==> src/rtl/alu_mem_pipe_reg.sv <==
`default_nettype none
// ============================================================================
//  Module      : alu_mem_pipe_reg
//  Description : ALU->MEM pipeline register with a two-entry skid buffer.
//                in_ready is decoded from state only, so there is no
//                combinational path from out_ready back to in_ready.
//                out_ctrl is forced to zero on bubbles.
//  Revision    : 1.0  initial release
// ============================================================================
module alu_mem_pipe_reg #(
    parameter int DATA_W = 24,
    parameter int CTRL_W = 3
) (
    input  logic              clk,
    input  logic              rst,
    input  logic              flush,
    input  logic              in_valid,
    output logic              in_ready,
    input  logic [CTRL_W-1:0] in_ctrl,
    input  logic [DATA_W-1:0] in_alu_result,
    input  logic [DATA_W-1:0] in_write_data,
    output logic              out_valid,
    input  logic              out_ready,
    output logic [CTRL_W-1:0] out_ctrl,
    output logic [DATA_W-1:0] out_alu_result,
    output logic [DATA_W-1:0] out_write_data,
    output logic [1:0]        occupancy
);

    typedef enum logic [1:0] {
        S_EMPTY = 2'd0,
        S_ONE   = 2'd1,
        S_FULL  = 2'd2
    } state_t;

    state_t              state_q, state_d;

    logic [CTRL_W-1:0]   main_ctrl_q;
    logic [DATA_W-1:0]   main_alu_q;
    logic [DATA_W-1:0]   main_wd_q;
    logic [CTRL_W-1:0]   skid_ctrl_q;
    logic [DATA_W-1:0]   skid_alu_q;
    logic [DATA_W-1:0]   skid_wd_q;

    logic                w_in_fire;
    logic                w_out_fire;
    logic                w_load_main_in;
    logic                w_load_main_skid;
    logic                w_load_skid;

    assign in_ready   = (state_q != S_FULL);
    assign out_valid  = (state_q != S_EMPTY);
    assign w_in_fire  = in_valid & in_ready;
    assign w_out_fire = out_valid & out_ready;

    // Bubbles never carry write/mem-enable bits downstream.
    assign out_ctrl       = out_valid ? main_ctrl_q : '0;
    assign out_alu_result = main_alu_q;
    assign out_write_data = main_wd_q;

    // Occupancy decoded from state.
    always_comb begin
        occupancy = 2'd0;
        case (state_q)
            S_ONE:   occupancy = 2'd1;
            S_FULL:  occupancy = 2'd2;
            default: occupancy = 2'd0;
        endcase
    end

    // Next-state and register-load selection; flush overrides everything.
    always_comb begin
        state_d          = state_q;
        w_load_main_in   = 1'b0;
        w_load_main_skid = 1'b0;
        w_load_skid      = 1'b0;
        case (state_q)
            S_EMPTY: begin
                if (w_in_fire) begin
                    w_load_main_in = 1'b1;
                    state_d        = S_ONE;
                end
            end
            S_ONE: begin
                if (w_in_fire && w_out_fire) begin
                    w_load_main_in = 1'b1;
                end else if (w_in_fire) begin
                    w_load_skid = 1'b1;
                    state_d     = S_FULL;
                end else if (w_out_fire) begin
                    state_d = S_EMPTY;
                end
            end
            S_FULL: begin
                if (w_out_fire) begin
                    w_load_main_skid = 1'b1;
                    state_d          = S_ONE;
                end
            end
            default: state_d = S_EMPTY;
        endcase
        if (flush) begin
            state_d          = S_EMPTY;
            w_load_main_in   = 1'b0;
            w_load_main_skid = 1'b0;
            w_load_skid      = 1'b0;
        end
    end

    // State register.
    always_ff @(posedge clk or negedge rst) begin
        if (!rst) begin
            state_q <= S_EMPTY;
        end else begin
            state_q <= state_d;
        end
    end

    // Main (output) entry: loaded from the input or promoted from the skid.
    always_ff @(posedge clk or negedge rst) begin
        if (!rst) begin
            main_ctrl_q <= '0;
            main_alu_q  <= '0;
            main_wd_q   <= '0;
        end else if (w_load_main_in) begin
            main_ctrl_q <= in_ctrl;
            main_alu_q  <= in_alu_result;
            main_wd_q   <= in_write_data;
        end else if (w_load_main_skid) begin
            main_ctrl_q <= skid_ctrl_q;
            main_alu_q  <= skid_alu_q;
            main_wd_q   <= skid_wd_q;
        end
    end

    // Skid entry: captures the input when the main entry is stalled.
    always_ff @(posedge clk or negedge rst) begin
        if (!rst) begin
            skid_ctrl_q <= '0;
            skid_alu_q  <= '0;
            skid_wd_q   <= '0;
        end else if (w_load_skid) begin
            skid_ctrl_q <= in_ctrl;
            skid_alu_q  <= in_alu_result;
            skid_wd_q   <= in_write_data;
        end
    end

endmodule
`default_nettype wire
==> config.mk <==
export PLATFORM = sky130hd
export DESIGN_NAME = alu_mem_pipe_reg
export DESIGN_NICKNAME = d
export VERILOG_FILES = /design/src/rtl/alu_mem_pipe_reg.sv
export SDC_FILE = /design/constraint.sdc
export NUM_CORES = 1
export LEC_CHECK = 0
export ABC_CLOCK_PERIOD_IN_PS = 3800
export CAP_MARGIN = 5
export CORE_MARGIN = 3
export CORE_UTILIZATION = 40
export DETAILED_ROUTE_END_ITERATION = 8
export DONT_BUFFER_PORTS = 1
export PLACE_DENSITY = 0.54
export REMOVE_ABC_BUFFERS = 1
export SLEW_MARGIN = 5
export SYNTH_ARGS = -nofsm -noshare
export SYNTH_HDL_FRONTEND = slang
export SYNTH_SLANG_ARGS = --single-unit
==> constraint.sdc <==
create_clock -name clk -period 3.8 [get_ports clk]
set_input_delay 0.38 -clock clk [delete_from_list [all_inputs] [get_ports clk]]
set_output_delay 0.38 -clock clk [all_outputs]
set_load 0.01 [all_outputs]
==> flow_summary_export.csv <==
group,metric,value,unit
outcome,outcome,"finished clean",
clock_network,post_cts_resized,0,
die,row_count,39,
global_route,grt_max_degree,105,
setup_path,r2r_start,"state_q[1]$_DFFE_PN0P_",
final_layout,nFillCells,1057,
power_and_ir_drop,p_leak,2.49,nW
min_path,min_path_type,"in -> reg",
final_layout,most-common-layout-cells,"104 x dfrtp_1, 83 x mux2_2, 64 x mux2_4, 9 x clkbuf_16, 5 x nor2_1",
final_layout,drive_gt1_share,56.3,%
place,dpl.cell_count,429,
synthesis,ys_types,22,
sta,final.setup.tns,0,ns
synthesis,yosys_warnings,0,
power_and_ir_drop,ir_drop,0.000322,V
final_layout,diodes,0,
routing,firstDrtPassIters,4,
setup_path,r2r_cells,5,
clock_network,clk_latency,0.34,ns
synthesis,avgSynthCellArea,16.2,um^2
synthesis,synth_compound_area_share,0.903,%
sta,worst_pin_slew,0.991,ns
synthesis,synth.mux.area_fraction,39.9,%
routing,met1Wirelength,3760,um
clock_network,cts.clk_slew.worst_paths,0.07,ns
global_route,antenna_found_initial,0,
min_path,worstHoldStart,"flush",
routing,wl_met2,3820,um
min_path,hold_depth,1,
clock_network,cts_root_buf,"clkbuf_16",
clock_network,clock_sinks,104,
sta,rsz0062_at_grt,"no",
sta,fin_crit_sh,60.3,%
final_layout,fin_cells,447,
global_route,first_global_vias,2549,
place,gp_congestion,0.657,
final_layout,final_common_cell,"dfrtp_1",
sta,relSlewSlack,33.9,%
synthesis,synth_adder_area_share,0,%
routing,dr_total_vias,2382,
setup_path,cp.required,4.03,ns
sta,fin_crit,2.29,ns
setup_path,worstSetupStartpointType,"register",
die,die_area,13500,um^2
routing,drtIter0Drc,80,
die,start_util,41.8,%
global_route,grt.overflow.total,0,
clock_network,cts_tree,"done",
synthesis,synth-xor-area-share,0,%
sta,clock.fmax,436,MHz
clock_network,post_cts_buffers,0,
sta,fin_worst_skew,0.00628,ns
setup_path,path_max_fanout,25,
synthesis,yosysSeqAreaShare,53.7,%
clock_network,numCtsBuffers,9,
min_path,worstHoldEndpoint,"state_q[0]$_DFFE_PN0P_",
setup_path,rrSetupSlack,1.51,ns
die,io-pin-count,111,
routing,avgViaCountPerCell,5.33,
die,fp.coreArea,11600,um^2
setup_path,cp-end-kind,"register",
global_route,grt_use_total,13.2,%
synthesis,synth-simple-area-share,2.63,%
die,die_w,116,um
clock_network,htreeDepth,3,
routing,wl,8670,um
final_layout,fin_nets,355,
clock_network,cts-hold-fix-buffers,2,
routing,highest_layer,"met4",
synthesis,netlist_area,4850,um^2
routing,antenna_left,0,
setup_path,critical_path_class,"reg -> reg",
die,die_y,116,um
clock_network,cts_max_path_buffers,2,
sta,finalHoldViolations,0,
synthesis,synth_top_family_by_area,"multiplexers",
global_route,grt_pass1_wl,13600,um
place,portBuffers,0,
setup_path,cp.arrival,2.52,ns
sta,slew_viol_final,0,
power_and_ir_drop,powerDensity,652,nW/um^2
routing,wire_per_inst,19.4,um
sta,setup_viol,0,
synthesis,synth_cells,300,
setup_path,worst_r2r_endpoint,"out_write_data[21]$_DFFE_PN0P_",
place,dp_hpwl,5410,um
routing,dr_wl_met3,931,um
routing,drc,0,
job,cap_violations,0,
final_layout,syn2layout_area_growth,8.77,%
synthesis,ys_ff_latch,104,
-- power breakdown --
| group | switching [W] | leakage [nW] | internal, W | total, W |
|---|---|---|---|---|
| registers | 0.000325 | 1.27 | 0.00147 | 0.00180 |
| clock network | 0.000389 | 0.150 | 0.000545 | 0.000934 |
| logic | 0.000189 | 1.07 | 0.000519 | 0.000709 |
-- critical path: stages (launching register included) --
cell and delay (ns):
dfrtp_1 0.49, mux2i_1 0.25, nor2_2 0.08, o21bai_4 0.69, buf_12 0.31, mux2_2 0.36
-- metal layers --
metal | GRT usage (%) | vias to the layer above
met5 | 0 | -
li1 | - | 1063
met1 | 16.0 | 1233
met3 | 6.63 | 10
met2 | 19.9 | 76
met4 | 5.57 | 0
-- logic make-up (layout without fill, tap and decap cells) --
logic type / count (synthesis) / after routing
AND/OR/NAND/NOR: 19 / 19
AO/OA/AOI/OAI: 7 / 7
buffers and inverters: 19 / 23
flip-flops: 104 / 104
multiplexers: 151 / 151
-- worst max path at each step --
stage | startpoint | endpoint | slack [ns] | depth (start not counted)
6_report | state_q[1]$_DFFE_PN0P_ | out_write_data[21]$_DFFE_PN0P_ | 1.51 | 5
5_1_grt | state_q[0]$_DFFE_PN0P_ | skid_alu_q[6]$_DFFE_PN0P_ | 1.35 | 4
4_1_cts | state_q[1]$_DFFE_PN0P_ | out_write_data[21]$_DFFE_PN0P_ | 1.44 | 5
3_5_place_dp | state_q[1]$_DFFE_PN0P_ | out_write_data[21]$_DFFE_PN0P_ | 1.45 | 5
3_3_place_gp | state_q[1]$_DFFE_PN0P_ | out_alu_result[1]$_DFFE_PN0P_ | 1.50 | 5
2_1_floorplan | state_q[1]$_DFFE_PN0P_ | main_ctrl_q[2]$_DFFE_PN0P_ | 0.92 | 4
-- through the flow --
stage / hold WS, ns / cell area (um^2) / total power, W / utilization, % / setup WS [ns]
final: 0.103 / 5280 / 0.00344 / 45.4 / 1.51
after global placement: 0.0879 / 4940 / 0.00249 / 42.5 / 1.50
after global routing: 0.0832 / 5280 / 0.00364 / 45.4 / 1.35
after CTS: 0.0832 / 5280 / 0.00350 / 45.4 / 1.44
after floorplan: 0.0844 / 4720 / 0.00237 / - / 0.921
after detailed placement: 0.0880 / 4940 / 0.00252 / 42.5 / 1.45
-- flip-flops by register name (all words and copies together), names as in the netlist --
name	flops
main_ctrl_q	3
out_alu_result	24
out_write_data	24
skid_alu_q	24
skid_ctrl_q	3
skid_wd_q	24
state_q	2
-- synth_stat cells --
library cell | n | area share, %
nor2_2 | 1 | 0.13
clkbuf_1 | 1 | 0.077
buf_6 | 8 | 1.9
nor2b_1 | 4 | 0.52
nor2_1 | 5 | 0.39
nor3b_2 | 1 | 0.26
mux2i_1 | 4 | 0.83
o21ai_0 | 1 | 0.10
a21oi_1 | 4 | 0.41
and3_2 | 1 | 0.15
mux2_2 | 83 | 19
nand2_4 | 1 | 0.23
mux2_4 | 64 | 20
a211oi_1 | 1 | 0.15
inv_1 | 3 | 0.23
dfrtp_1 | 104 | 54
nand3_1 | 1 | 0.10
nor3b_4 | 1 | 0.39
nand2_1 | 1 | 0.077
o21bai_2 | 1 | 0.23
buf_2 | 7 | 0.72
nand2b_1 | 3 | 0.39
-- layout make-up --
type | instances | area [um^2] | share of cell area, %
clock buffers | 13 | 260 | 4.93
clock inverters | 3 | 40.0 | 0.759
inverters | 3 | 11.3 | 0.213
multi-input cells | 177 | 2120 | 40.1
flip-flops and latches | 104 | 2600 | 49.3
well taps | 143 | 179 | 3.39
repair buffers | 4 | 65.1 | 1.23
(Power assumes the default switching activity.)
